===== config.mk =====
export PLATFORM = sky130hd
export DESIGN_NAME = win_tile_gen_flat
export DESIGN_NICKNAME = d
export VERILOG_FILES = /design/src/rtl/win_tile_if.sv /design/src/rtl/win_tile_gen.sv /design/src/flat_wrapper.sv
export SDC_FILE = /design/constraint.sdc
export NUM_CORES = 1
export LEC_CHECK = 0
export CAP_MARGIN = 40
export CORE_ASPECT_RATIO = 1.2
export CORE_MARGIN = 2
export CORE_UTILIZATION = 40
export DETAILED_ROUTE_END_ITERATION = 8
export GPL_ROUTABILITY_DRIVEN = 1
export PLACE_DENSITY_LB_ADDON = 0.3
export SYNTH_ARGS = -nofsm -noshare
export SYNTH_HDL_FRONTEND = slang
export SYNTH_SLANG_ARGS = --single-unit

===== constraint.sdc =====
create_clock -name clk -period 4.25 [get_ports clk]
set_clock_uncertainty 0.2 [all_clocks]
set_input_delay 0.85 -clock clk [delete_from_list [all_inputs] [get_ports clk]]
set_output_delay 0.85 -clock clk [all_outputs]
set_load 0.005 [all_outputs]

===== src/rtl/win_tile_if.sv =====
// Sample-stream in / tile-bus out bundle between a sample source and win_tile_gen.
// The master side is the source and tile consumer; the slave side is the tile generator.
interface win_tile_if #(
    parameter int DW   = 10,
    parameter int TILE = 6
);
    logic [DW-1:0]      din;
    logic               din_valid;
    logic               din_sof;
    logic               din_last;
    logic               din_rdy;
    logic [TILE*DW-1:0] tile;
    logic               tile_valid;
    logic               tile_last;
    logic               drop_err;

    modport master (
        output din, din_valid, din_sof, din_last,
        input  din_rdy, tile, tile_valid, tile_last, drop_err
    );

    modport slave (
        input  din, din_valid, din_sof, din_last,
        output din_rdy, tile, tile_valid, tile_last, drop_err
    );
endinterface


===== src/rtl/win_tile_gen.sv =====
// Cuts a framed serial sample stream into overlapping TILE-sample windows at STRIDE,
// zero-padding the final partial tile and stalling the source while it pads.
module win_tile_gen #(
    parameter int DW     = 10,
    parameter int TILE   = 6,
    parameter int STRIDE = 3
) (
    input  logic      clk,
    input  logic      rst,
    win_tile_if.slave bus
);
    localparam int FW = $clog2(TILE + 1);
    localparam int PW = (STRIDE > 1) ? $clog2(STRIDE) : 1;
    localparam int WW = TILE * DW;

    typedef enum logic [1:0] {
        ST_IDLE   = 2'd0,
        ST_FILL   = 2'd1,
        ST_STEADY = 2'd2,
        ST_FLUSH  = 2'd3
    } state_t;

    state_t        r_state;
    logic [FW-1:0] r_fill;
    logic [PW-1:0] r_ph;
    logic [WW-1:0] r_win;
    logic [WW-1:0] r_tile;
    logic          r_tile_valid;
    logic          r_tile_last;
    logic          r_drop;
    logic          r_din_rdy;

    state_t        w_state_nxt;
    logic [FW-1:0] w_fill_nxt;
    logic [PW-1:0] w_ph_nxt;
    logic [WW-1:0] w_win_nxt;
    logic [DW-1:0] w_in;
    logic          w_acc;
    logic          w_shift;
    logic          w_restart;
    logic          w_adv;
    logic          w_is_last;
    logic          w_done;
    logic          w_emit;
    logic          w_last;
    logic          w_drop;

    assign w_acc = bus.din_valid && r_din_rdy;

    // A restart clears the history so the new frame's first tile holds only its own samples.
    assign w_win_nxt = w_restart ? {{(WW - DW){1'b0}}, w_in}
                                 : {r_win[WW-DW-1:0], w_in};

    // Next-state, counter and emission decode.
    always_comb begin
        w_state_nxt = r_state;
        w_fill_nxt  = r_fill;
        w_ph_nxt    = r_ph;
        w_in        = {DW{1'b0}};
        w_shift     = 1'b0;
        w_restart   = 1'b0;
        w_adv       = 1'b0;
        w_is_last   = 1'b0;
        w_done      = 1'b0;
        w_emit      = 1'b0;
        w_last      = 1'b0;
        w_drop      = 1'b0;

        case (r_state)
            ST_IDLE: begin
                if (w_acc) begin
                    if (bus.din_sof) begin
                        w_restart = 1'b1;
                    end else begin
                        w_drop = 1'b1;
                    end
                end else begin
                    w_drop = 1'b0;
                end
            end
            ST_FILL, ST_STEADY: begin
                if (w_acc) begin
                    if (bus.din_sof) begin
                        w_restart = 1'b1;
                    end else begin
                        w_adv     = 1'b1;
                        w_in      = bus.din;
                        w_is_last = bus.din_last;
                    end
                end else begin
                    w_adv = 1'b0;
                end
            end
            ST_FLUSH: begin
                w_adv     = 1'b1;
                w_in      = {DW{1'b0}};
                w_is_last = 1'b1;
            end
            default: begin
                w_state_nxt = ST_IDLE;
            end
        endcase

        if (w_restart) begin
            w_shift     = 1'b1;
            w_in        = bus.din;
            w_fill_nxt  = FW'(1);
            w_ph_nxt    = {PW{1'b0}};
            w_state_nxt = bus.din_last ? ST_FLUSH : ST_FILL;
        end else if (w_adv) begin
            // Pads advance the counters exactly like samples, so flush ends on the natural tile boundary.
            w_shift = 1'b1;
            if (r_fill < FW'(TILE)) begin
                w_fill_nxt = r_fill + FW'(1);
                w_done     = (w_fill_nxt == FW'(TILE));
                w_ph_nxt   = {PW{1'b0}};
            end else begin
                w_done   = (r_ph == PW'(STRIDE - 1));
                w_ph_nxt = w_done ? {PW{1'b0}} : r_ph + PW'(1);
            end
            if (w_done) begin
                w_emit      = 1'b1;
                w_last      = w_is_last;
                w_state_nxt = w_is_last ? ST_IDLE : ST_STEADY;
            end else begin
                w_state_nxt = w_is_last ? ST_FLUSH : r_state;
            end
        end else begin
            w_shift = 1'b0;
        end
    end

    // State, window and registered outputs.
    always_ff @(posedge clk) begin
        if (rst) begin
            r_state      <= ST_IDLE;
            r_fill       <= {FW{1'b0}};
            r_ph         <= {PW{1'b0}};
            r_win        <= {WW{1'b0}};
            r_tile       <= {WW{1'b0}};
            r_tile_valid <= 1'b0;
            r_tile_last  <= 1'b0;
            r_drop       <= 1'b0;
            r_din_rdy    <= 1'b1;
        end else begin
            r_state      <= w_state_nxt;
            r_fill       <= w_fill_nxt;
            r_ph         <= w_ph_nxt;
            if (w_shift) begin
                r_win <= w_win_nxt;
            end else begin
                r_win <= r_win;
            end
            if (w_emit) begin
                r_tile <= w_win_nxt;
            end else begin
                r_tile <= r_tile;
            end
            r_tile_valid <= w_emit;
            r_tile_last  <= w_emit && w_last;
            r_drop       <= w_drop;
            r_din_rdy    <= (w_state_nxt != ST_FLUSH);
        end
    end

    assign bus.din_rdy    = r_din_rdy;
    assign bus.tile       = r_tile;
    assign bus.tile_valid = r_tile_valid;
    assign bus.tile_last  = r_tile_last;
    assign bus.drop_err   = r_drop;
endmodule

===== src/flat_wrapper.sv =====
// flat-port wrapper written by rule: the top's interface ports become plain ports
module win_tile_gen_flat 
#(
    parameter int DW     = 10,
    parameter int TILE   = 6,
    parameter int STRIDE = 3
)
  (clk, rst, bus_din, bus_din_valid, bus_din_sof, bus_din_last, bus_din_rdy, bus_tile, bus_tile_valid, bus_tile_last, bus_drop_err);
  win_tile_if #(.DW(DW), .TILE(TILE)) bus_i ();
  input  logic clk;
  input  logic rst;
  input wire logic [$bits(bus_i.din)-1:0] bus_din;
  input wire logic [$bits(bus_i.din_valid)-1:0] bus_din_valid;
  input wire logic [$bits(bus_i.din_sof)-1:0] bus_din_sof;
  input wire logic [$bits(bus_i.din_last)-1:0] bus_din_last;
  output wire logic [$bits(bus_i.din_rdy)-1:0] bus_din_rdy;
  output wire logic [$bits(bus_i.tile)-1:0] bus_tile;
  output wire logic [$bits(bus_i.tile_valid)-1:0] bus_tile_valid;
  output wire logic [$bits(bus_i.tile_last)-1:0] bus_tile_last;
  output wire logic [$bits(bus_i.drop_err)-1:0] bus_drop_err;
  assign bus_i.din = bus_din;
  assign bus_i.din_valid = bus_din_valid;
  assign bus_i.din_sof = bus_din_sof;
  assign bus_i.din_last = bus_din_last;
  assign bus_din_rdy = bus_i.din_rdy;
  assign bus_tile = bus_i.tile;
  assign bus_tile_valid = bus_i.tile_valid;
  assign bus_tile_last = bus_i.tile_last;
  assign bus_drop_err = bus_i.drop_err;
  win_tile_gen #(.DW(DW), .TILE(TILE), .STRIDE(STRIDE)) u_core (.clk(clk), .rst(rst), .bus(bus_i));
endmodule

==> results.json, run 1 <==
{
  "fmax_ghz": 0.3122,
  "fin_crit_ps": 3203,
  "synth_xor_area_share_pct": 0.2024,
  "crit_required_ps": 4400,
  "setup_viol": 0,
  "first_pass_iters": 4,
  "grt_pass1_vias": 3347,
  "power.total_mw": 2.719,
  "clk_pin_slew_worst_paths_ps": 50,
  "grt_start_max_net_pins": 64,
  "timing.rr.start": "u_core.r_state[1]",
  "start_util_pct": 41.15,
  "fin_crit_sh_pct": 75.36,
  "grt_pass1_wl_um": 16740,
  "die_x_um": 98.96,
  "worst_pin_slew_ps": 854.3,
  "fin_setup_tns_ps": 0,
  "grt_busiest_layer": "met2",
  "drv_slew": 0,
  "synth_cells": 448,
  "critPathKind": "input port to flip-flop",
  "clk_path_buf_depth": 2,
  "endpoint": "u_core.bus.tile[9]",
  "crit_path_max_fanout": 31,
  "via_per_inst": 5.343,
  "synth-edff-count": 0,
  "arrival_ps": 3350,
  "insertion_delay_ps": 410,
  "cts-root-buf": "clkbuf_16",
  "status": "finished clean",
  "io_buffers": 78,
  "dieArea_mm2": 0.01167,
  "holdPathStages": 2,
  "async_flop_share_pct": 0,
  "final.fill_count": 922,
  "postCtsHoldBufs": 0,
  "power_density_mw_per_mm2": 469.1,
  "synthAdderAreaFrac_pct": 1.446,
  "cts_sinks": 121,
  "num_vias": 3516,
  "grt_antenna_before_repair": 0,
  "die_h_um": 117.9,
  "met1_usage_pct": 23.09,
  "detail-route-antenna-nets": 0,
  "synth.distinct_cells": 45,
  "cts_tree": "done",
  "htreeDepth": 4,
  "start_kind": "input port",
  "grtUsageMet2_pct": 28.46,
  "most-common-layout-cells": "121 x dfxtp_1, 83 x nand2_1, 78 x clkdlybuf4s50_1, 67 x a21oi_1, 50 x a22o_1",
  "rsz0062_at_grt": "false",
  "dp_hpwl_um": 6473,
  "synth-main-ff-cell": "dfxtp_1",
  "cts_buffers": 17,
  "post_cts_resized": 0,
  "wire_per_inst_um": 15.64,
  "syn-num-nets": 468,
  "r2r-end": "u_core.bus.tile[9]",
  "p_leak_nw": 2.023,
  "synth_simple_gate_area_share_pct": 15.61,
  "io_pins": 79,
  "rows": 41,
  "r2r_slack_ps": 1380,
  "startpoint": "bus_din_sof",
  "antenna_cells": 0,
  "syn-cell-area_mm2": 0.004328,
  "min_path_type": "flip-flop to flip-flop",
  "first_iter_violations": 225,
  "core-area_mm2": 0.01052,
  "area_growth_pct": 33.91,
  "synth_compound_area_share_pct": 22.26,
  "yosysSeqAreaShare_pct": 55.97,
  "post_cts_buffers": 0,
  "synth_top_family_by_area": "compound AO/OA/AOI/OAI gates",
  "drt-total-wl_um": 10290,
  "synth-seq-cells": 121,
  "cap_violations": 0,
  "synth_mux_area_share_pct": 0,
  "gp_congestion": 0.8208,
  "peakVddDrop_uv": 271.2,
  "grt_usage_pct": 18.01,
  "drc": 0,
  "synth_area_per_cell_um2": 9.660,
  "layout-drive-gt1-share_pct": 9.830,
  "worst_slew_margin_rel_pct": 42.86,
  "yosysWarnings": 0,
  "finalHoldViolations": 0,
  "grt_use_met3_pct": 4.869,
  "cp-end-kind": "flip-flop",
  "rr_worst_depth": 6,
  "final_common_cell": "dfxtp_1",
  "grt_overflow": 0,
  "final_net_count": 536
}
==> per-stage QoR <==
stage	instance area, um^2	hold WS, ps	setup slack (ps)	std cells	util (%)
detailed placement	5171	249.5	668.3	626	49.17
global placement	5166	246.2	747.4	625	49.13
CTS	5796	256.6	1080	658	55.11
finish	5796	253.8	1047	658	55.11
floorplan	4328	236.6	1974	448	-
global route	5796	287.2	872.8	658	55.11
==> where the power goes <==
part	leakage, nW	switching, mW	internal, mW	total [mW]
sequential	0.975	0.00587	1.14	1.15
clock	0.299	0.499	0.984	1.48
combinational	0.749	0.0560	0.0329	0.0888
total	2.02	0.561	2.16	2.72
==> how the worst min path moves through the flow <==
| stage | from | endpoint |
|---|---|---|
| after floorplan | u_core.r_win[40] | u_core.r_win[40] |
| after global placement | u_core.r_win[49] | u_core.r_win[49] |
| after detailed placement | u_core.r_win[44] | u_core.r_win[44] |
| after CTS | u_core.r_win[44] | u_core.r_win[44] |
| after global routing | u_core.r_win[19] | u_core.r_win[19] |
| final | u_core.r_win[44] | u_core.r_win[44] |
==> final cells by class <==
cell class	count	area [um^2]	area share, %
clock inverters	10	140.1	2.418
multi-input cells	286	1734	29.92
repair buffers	86	838.3	14.46
well taps	129	161.4	2.785
flip-flops and latches	121	2422	41.80
clock buffers	22	484.2	8.355
inverters	4	15.01	0.2591
==> synthesized netlist by cell type, types with 2 or more instances <==
cell      number  area (um^2)
nand3_1       20        100.1
inv_1          4        15.01
and4b_1        2        20.02
a21oi_1       67        335.3
nor2_1         5        18.77
nand2b_1       3        18.77
buf_2         13        65.06
buf_1         10        37.54
nor3_1         2        10.01
o21ai_0       11        55.05
clkbuf_1      11        41.29
buf_6          2        22.52
nand2_1       83        311.6
dfxtp_1      121         2422
a22o_1        50        437.9
nand4_1       11        68.82
ha_1           5        62.56
==> sequential cells by signal, indices dropped and copies added (netlist names) <==
register               cells
u_core.r_state             2
u_core.r_ph                2
u_core.r_fill              3
u_core.bus.drop_err        1
u_core.r_win              50
u_core.bus.din_rdy         1
u_core.bus.tile_valid      1
u_core.bus.tile_last       1
u_core.bus.tile           60
==> critical path: stages <==
cell,delay (ps)
clkdlybuf4s50_1,510
nand4b_2,370
nand2b_1,180
nor3_4,750
buf_4,450
a32o_1,220
==> cells by family (layout without fill, tap and decap cells) <==
logic type | Yosys count | count (layout)
XOR/XNOR | 1 | 1
AND/OR/NAND/NOR | 138 | 138
adder cells (fa/ha/maj) | 5 | 5
flip-flops | 121 | 121
buffers and inverters | 41 | 122
AO/OA/AOI/OAI | 142 | 142
==> per-layer routing <==
metal / up-vias / part of all wire, %
li1: 1745 / -
met4: 0 / 1.2
met2: 107 / 50
met3: 9 / 4.9
met5: - / 0
met1: 1655 / 44
(Power assumes the default switching activity.)
==> run 2: changes to the inputs <==
==> constraint.sdc (replaced) <==
create_clock -name clk -period 2.75 [get_ports clk]
set_clock_uncertainty 0.2 [all_clocks]
set_input_delay 0.55 -clock clk [delete_from_list [all_inputs] [get_ports clk]]
set_output_delay 0.55 -clock clk [all_outputs]
set_load 0.005 [all_outputs]
==> run 2 against run 1 <==
Net effect: clock-buffer cell count decreased by 4; cell count rose by 0.61%; via count grew 1.6%; critical path depth decreased by 1; sequential share of layout area fell by 0.35 points; first-iteration DRC count is 39% lower; non-clock buffer count grew 4.
==> results.json, run 2 (same netlist as run 1, synthesis figures left out) <==
{
  "final_common_cell": "dfxtp_1",
  "path_cells": "ha_1, and4bb_2, o31a_1, a21oi_1, or4b_1",
  "worst-path-buf-inv": 0,
  "largest_reg_flops": 60,
  "die_h_um": 117.9,
  "worst_slew_margin_rel_pct": 66.37,
  "peakVddDrop_uv": 473.8,
  "gp_congestion": 0.8353,
  "htreeDepth": 4,
  "first_iter_violations": 137,
  "p_leak_nw": 2.039,
  "dieArea_mm2": 0.01167,
  "most-common-layout-cells": "121 x dfxtp_1, 83 x nand2_1, 78 x clkdlybuf4s50_1, 67 x a21oi_1, 50 x a22o_1",
  "layout-drive-gt1-share_pct": 10.51,
  "power_density_mw_per_mm2": 709.2,
  "area_growth_pct": 35.04,
  "wire_per_inst_um": 15.79,
  "crit_path_max_fanout": 8,
  "cts_tree": "done",
  "die_x_um": 98.96,
  "worst_pin_slew_ps": 503.2,
  "drv_slew": 0,
  "cpMaxStageDelayCell": "dfxtp_1",
  "cts_buffers": 17,
  "drc": 0,
  "cpPeakStageDelay_ps": 480,
  "io_pins": 79,
  "fin_setup_tns_ps": 0,
  "io_buffers": 78,
  "grt_start_max_net_pins": 52,
  "via_per_inst": 5.399,
  "grt_pass1_vias": 3507,
  "final_net_count": 540,
  "clk_path_buf_depth": 2,
  "critPathKind": "flip-flop to flip-flop",
  "post_cts_buffers": 0,
  "grt_antenna_before_repair": 0,
  "status": "finished clean",
  "setup_viol": 0,
  "detail-route-antenna-nets": 0,
  "grt_pass1_wl_um": 17420,
  "pre_cts_slack_ps": 123.4,
  "start_util_pct": 41.15,
  "antenna_cells": 0,
  "num_vias": 3574,
  "start_kind": "flip-flop",
  "cap_violations": 0,
  "insertion_delay_ps": 410,
  "core-area_mm2": 0.01052,
  "fmax_ghz": 0.4351,
  "fin_crit_ps": 2298,
  "power.total_mw": 4.145,
  "cp_top_family": "simple AND/OR/NAND/NOR gates",
  "final_cells": 662,
  "dp.cells": 630,
  "post_cts_resized": 0,
  "postCtsHoldBufs": 0,
  "arrival_ps": 2380,
  "holdWs_ps": 258.2,
  "rsz0062_at_grt": "false",
  "cts_sinks": 121,
  "cp-end-kind": "flip-flop",
  "grt_overflow": 0,
  "fin_crit_sh_pct": 83.58,
  "rows": 41,
  "first_pass_iters": 4,
  "finalHoldViolations": 0,
  "grt_usage_pct": 18.50,
  "min_path_type": "flip-flop to flip-flop",
  "dp_hpwl_um": 6882,
  "cts-root-buf": "clkbuf_16",
  "clk_pin_slew_worst_paths_ps": 50,
  "crit_required_ps": 2830,
  "drt-total-wl_um": 10450,
  "worst_slack_ps": 451.6
}
[run 2: cell types whose count changed in the layout (fill, tap and decap cells not counted)]
cell	change
inv_6	+1
clkbuf_8	-4
buf_2	-1
buf_12	+3
buf_4	+2
clkinvlp_4	+1
clkinv_4	+2
[run 2: where the power goes]
group          internal [mW]  switching (mW)  leakage [nW]
clock network           1.43           0.799         0.283
logic                 0.0579          0.0888         0.781
registers               1.76         0.00874         0.975
[run 2: area by class of cell]
type,count,area (um^2)
clock inverter,14,173.9
clock buffer,18,429.2
fill,904,4672
timing repair buffer,90,908.4
multi-input combinational,286,1734
sequential,121,2422
inverter,4,15.01
tap,129,161.4
[run 2: metrics by stage]
step	area, um^2	util [%]
after global routing	5844	55.57
after global placement	5241	49.84
after CTS	5844	55.57
after detailed placement	5241	49.84
after floorplan	4328	-
final	5844	55.57
[run 2: path summary, 6_finish.rpt]
kind                        endpoint  cells past startpoint  slack [ps]        startpoint
setup reg to reg  u_core.bus.din_rdy                      5         450  u_core.r_fill[1]
hold reg to reg     u_core.r_win[40]                      2         260  u_core.r_win[40]
setup / recovery  u_core.bus.din_rdy                      5         450  u_core.r_fill[1]
hold / removal      u_core.r_win[40]                      2         260  u_core.r_win[40]
[run 2: worst min-delay path: stages, from the launching register on]
cell and delay, ps:
dfxtp_1 310, nand2_1 50, a21oi_1 50
[run 2: per-layer routing]
| metal | share of wire [%] | track usage, % |
|---|---|---|
| met4 | 1.5 | 7.277 |
| met1 | 45 | 23.03 |
| met3 | 4.0 | 5.107 |
| met5 | 0 | 0 |
| met2 | 50 | 30.15 |
==> run 3: changes to the inputs <==
==> constraint.sdc (replaced) <==
create_clock -name clk -period 2.35 [get_ports clk]
set_clock_uncertainty 0.2 [all_clocks]
set_input_delay 0.47 -clock clk [delete_from_list [all_inputs] [get_ports clk]]
set_output_delay 0.47 -clock clk [all_outputs]
set_load 0.005 [all_outputs]
==> run 3 against run 2 <==
Net effect: routed wire length shrank 0.43%; die area is the same; worst setup slack got worse by 290 ps; power up 19%; critical path depth increased by 4.
==> results.json, run 3 (same netlist as run 1, synthesis figures left out) <==
{
  "clk_path_buf_depth": 2,
  "rsz0062_at_grt": "false",
  "drv_slew": 0,
  "first_iter_violations": 182,
  "rows": 41,
  "cts_buffers": 17,
  "htreeDepth": 4,
  "dieArea_mm2": 0.01167,
  "grt_antenna_before_repair": 0,
  "die_h_um": 117.9,
  "power_switching_mw": 1.049,
  "min_path_type": "flip-flop to flip-flop",
  "largest_reg_flops": 60,
  "drc": 0,
  "layout-drive-gt1-share_pct": 14.13,
  "power_frac_clock_pct": 54.0,
  "critPathKind": "flip-flop to flip-flop",
  "grt_pass1_vias": 3484,
  "final_util_pct": 57.81,
  "io_buffers": 78,
  "finalHoldViolations": 0,
  "antenna_cells": 0,
  "cap_violations": 0,
  "fin_crit_sh_pct": 93.10,
  "wire_per_inst_um": 15.28,
  "grt_overflow": 0,
  "cts-root-buf": "clkbuf_16",
  "crit_path_max_fanout": 24,
  "final_common_cell": "dfxtp_1",
  "setup_viol": 0,
  "dp_hpwl_um": 7015,
  "final_area_mm2": 0.006080,
  "p_sw_share_pct": 21.26,
  "pwr-share-comb_pct": 4.0,
  "post_cts_buffers": 0,
  "power.internal_mw": 3.885,
  "worst_pin_slew_ps": 413.0,
  "start_util_pct": 41.15,
  "start_kind": "flip-flop",
  "rr_worst_depth": 9,
  "power_density_mw_per_mm2": 811.6,
  "drt-total-wl_um": 10410,
  "num_vias": 3624,
  "worst_slew_margin_rel_pct": 72.03,
  "crit_required_ps": 2470,
  "p_seq_share_pct": 42.0,
  "power.total_mw": 4.934,
  "gp_congestion": 0.7944,
  "first_pass_iters": 4,
  "io_pins": 79,
  "fin_crit_ps": 2188,
  "holdWs_ps": 256.9,
  "cts_tree": "done",
  "detail-route-antenna-nets": 0,
  "p_leak_nw": 2.174,
  "core-area_mm2": 0.01052,
  "die_x_um": 98.96,
  "fmax_ghz": 0.4571,
  "arrival_ps": 2310,
  "peakVddDrop_uv": 555.5,
  "grt_pass1_wl_um": 17130,
  "area_growth_pct": 40.47,
  "place_area_mm2": 0.005446,
  "grt_usage_pct": 18.23,
  "most-common-layout-cells": "119 x dfxtp_1, 83 x nand2_1, 78 x clkdlybuf4s50_1, 67 x a21oi_1, 50 x a22o_1",
  "clk_pin_slew_worst_paths_ps": 60,
  "grt_start_max_net_pins": 32,
  "final_net_count": 559,
  "cts_sinks": 121,
  "holdPathStages": 2,
  "status": "finished clean",
  "via_per_inst": 5.322,
  "insertion_delay_ps": 400,
  "cp-end-kind": "flip-flop"
}
## run 3: cell types whose count changed in the layout (fill, tap and decap cells not counted)
cell,before,now
clkinv_4,3,2
dfxtp_1,121,119
dfxtp_2,0,2
clkbuf_8,0,2
clkbuf_1,1,0
clkinvlp_4,4,3
buf_12,3,8
buf_4,9,20
buf_6,0,3
inv_6,2,3
## run 3: repair_timing
action | CTS | global route
gates resized for setup | 0 | 5
hold buffers | 0 | 0
endpoints found under the setup margin | 0 | 24
## run 3: worst max-delay path, stage by stage, from the launching register on
cell and delay [ps]:
dfxtp_2 360, inv_1 50, ha_1 310, and4b_1 220
buf_4 150, o21bai_4 220, buf_4 190, buf_12 160
nand2_1 70, a21oi_1 160
## run 3: per-layer routing
layer / part of all wire, % / GRT usage [%] / vias up / routed length, um
li1: - / - / 1792 / -
met1: 45 / 23.78 / 1732 / 4723
met2: 49 / 28.42 / 88 / 5060
met3: 4.1 / 4.572 / 12 / 424
met4: 1.9 / 8.048 / 0 / 197
met5: 0 / 0 / - / 0
## run 3: cell type report
cell class | instances | area (um^2)
fillers | 863 | 4437
flip-flops and latches | 121 | 2425
multi-input cells | 286 | 1734
repair buffers | 109 | 1125
clock buffers | 19 | 452.9
clock inverters | 13 | 166.4
well taps | 129 | 161.4
inverters | 4 | 15.01
## run 3: worst paths after layout
| check | startpoint | to | slack [ps] |
|---|---|---|---|
| setup reg to reg | u_core.r_state[0] | u_core.r_win[17] | 160 |
| hold / removal | u_core.r_win[49] | u_core.r_win[49] | 260 |
| setup / recovery | u_core.r_state[0] | u_core.r_win[17] | 160 |
| hold reg to reg | u_core.r_win[49] | u_core.r_win[49] | 260 |
## run 3: stage by stage
step | setup WS [ps] | setup TNS (ps) | instances
2_1_floorplan | 164.9 | 0 | 448
3_3_place_gp | -95.44 | -5757 | 649
3_5_place_dp | -178.3 | -12050 | 649
4_1_cts | 88.83 | 0 | 681
5_1_grt | 21.58 | 0 | 681
6_report | 162.2 | 0 | 681
## run 3: power groups by stage
stage	Combinational [mW]	Sequential (mW)	Clock, mW
detailed placement	0.197	2.12	0
floorplan	0.101	2.11	0
finish	0.198	2.07	2.66
CTS	0.197	2.07	2.71
global placement	0.193	2.12	0
global route	0.213	2.07	2.81
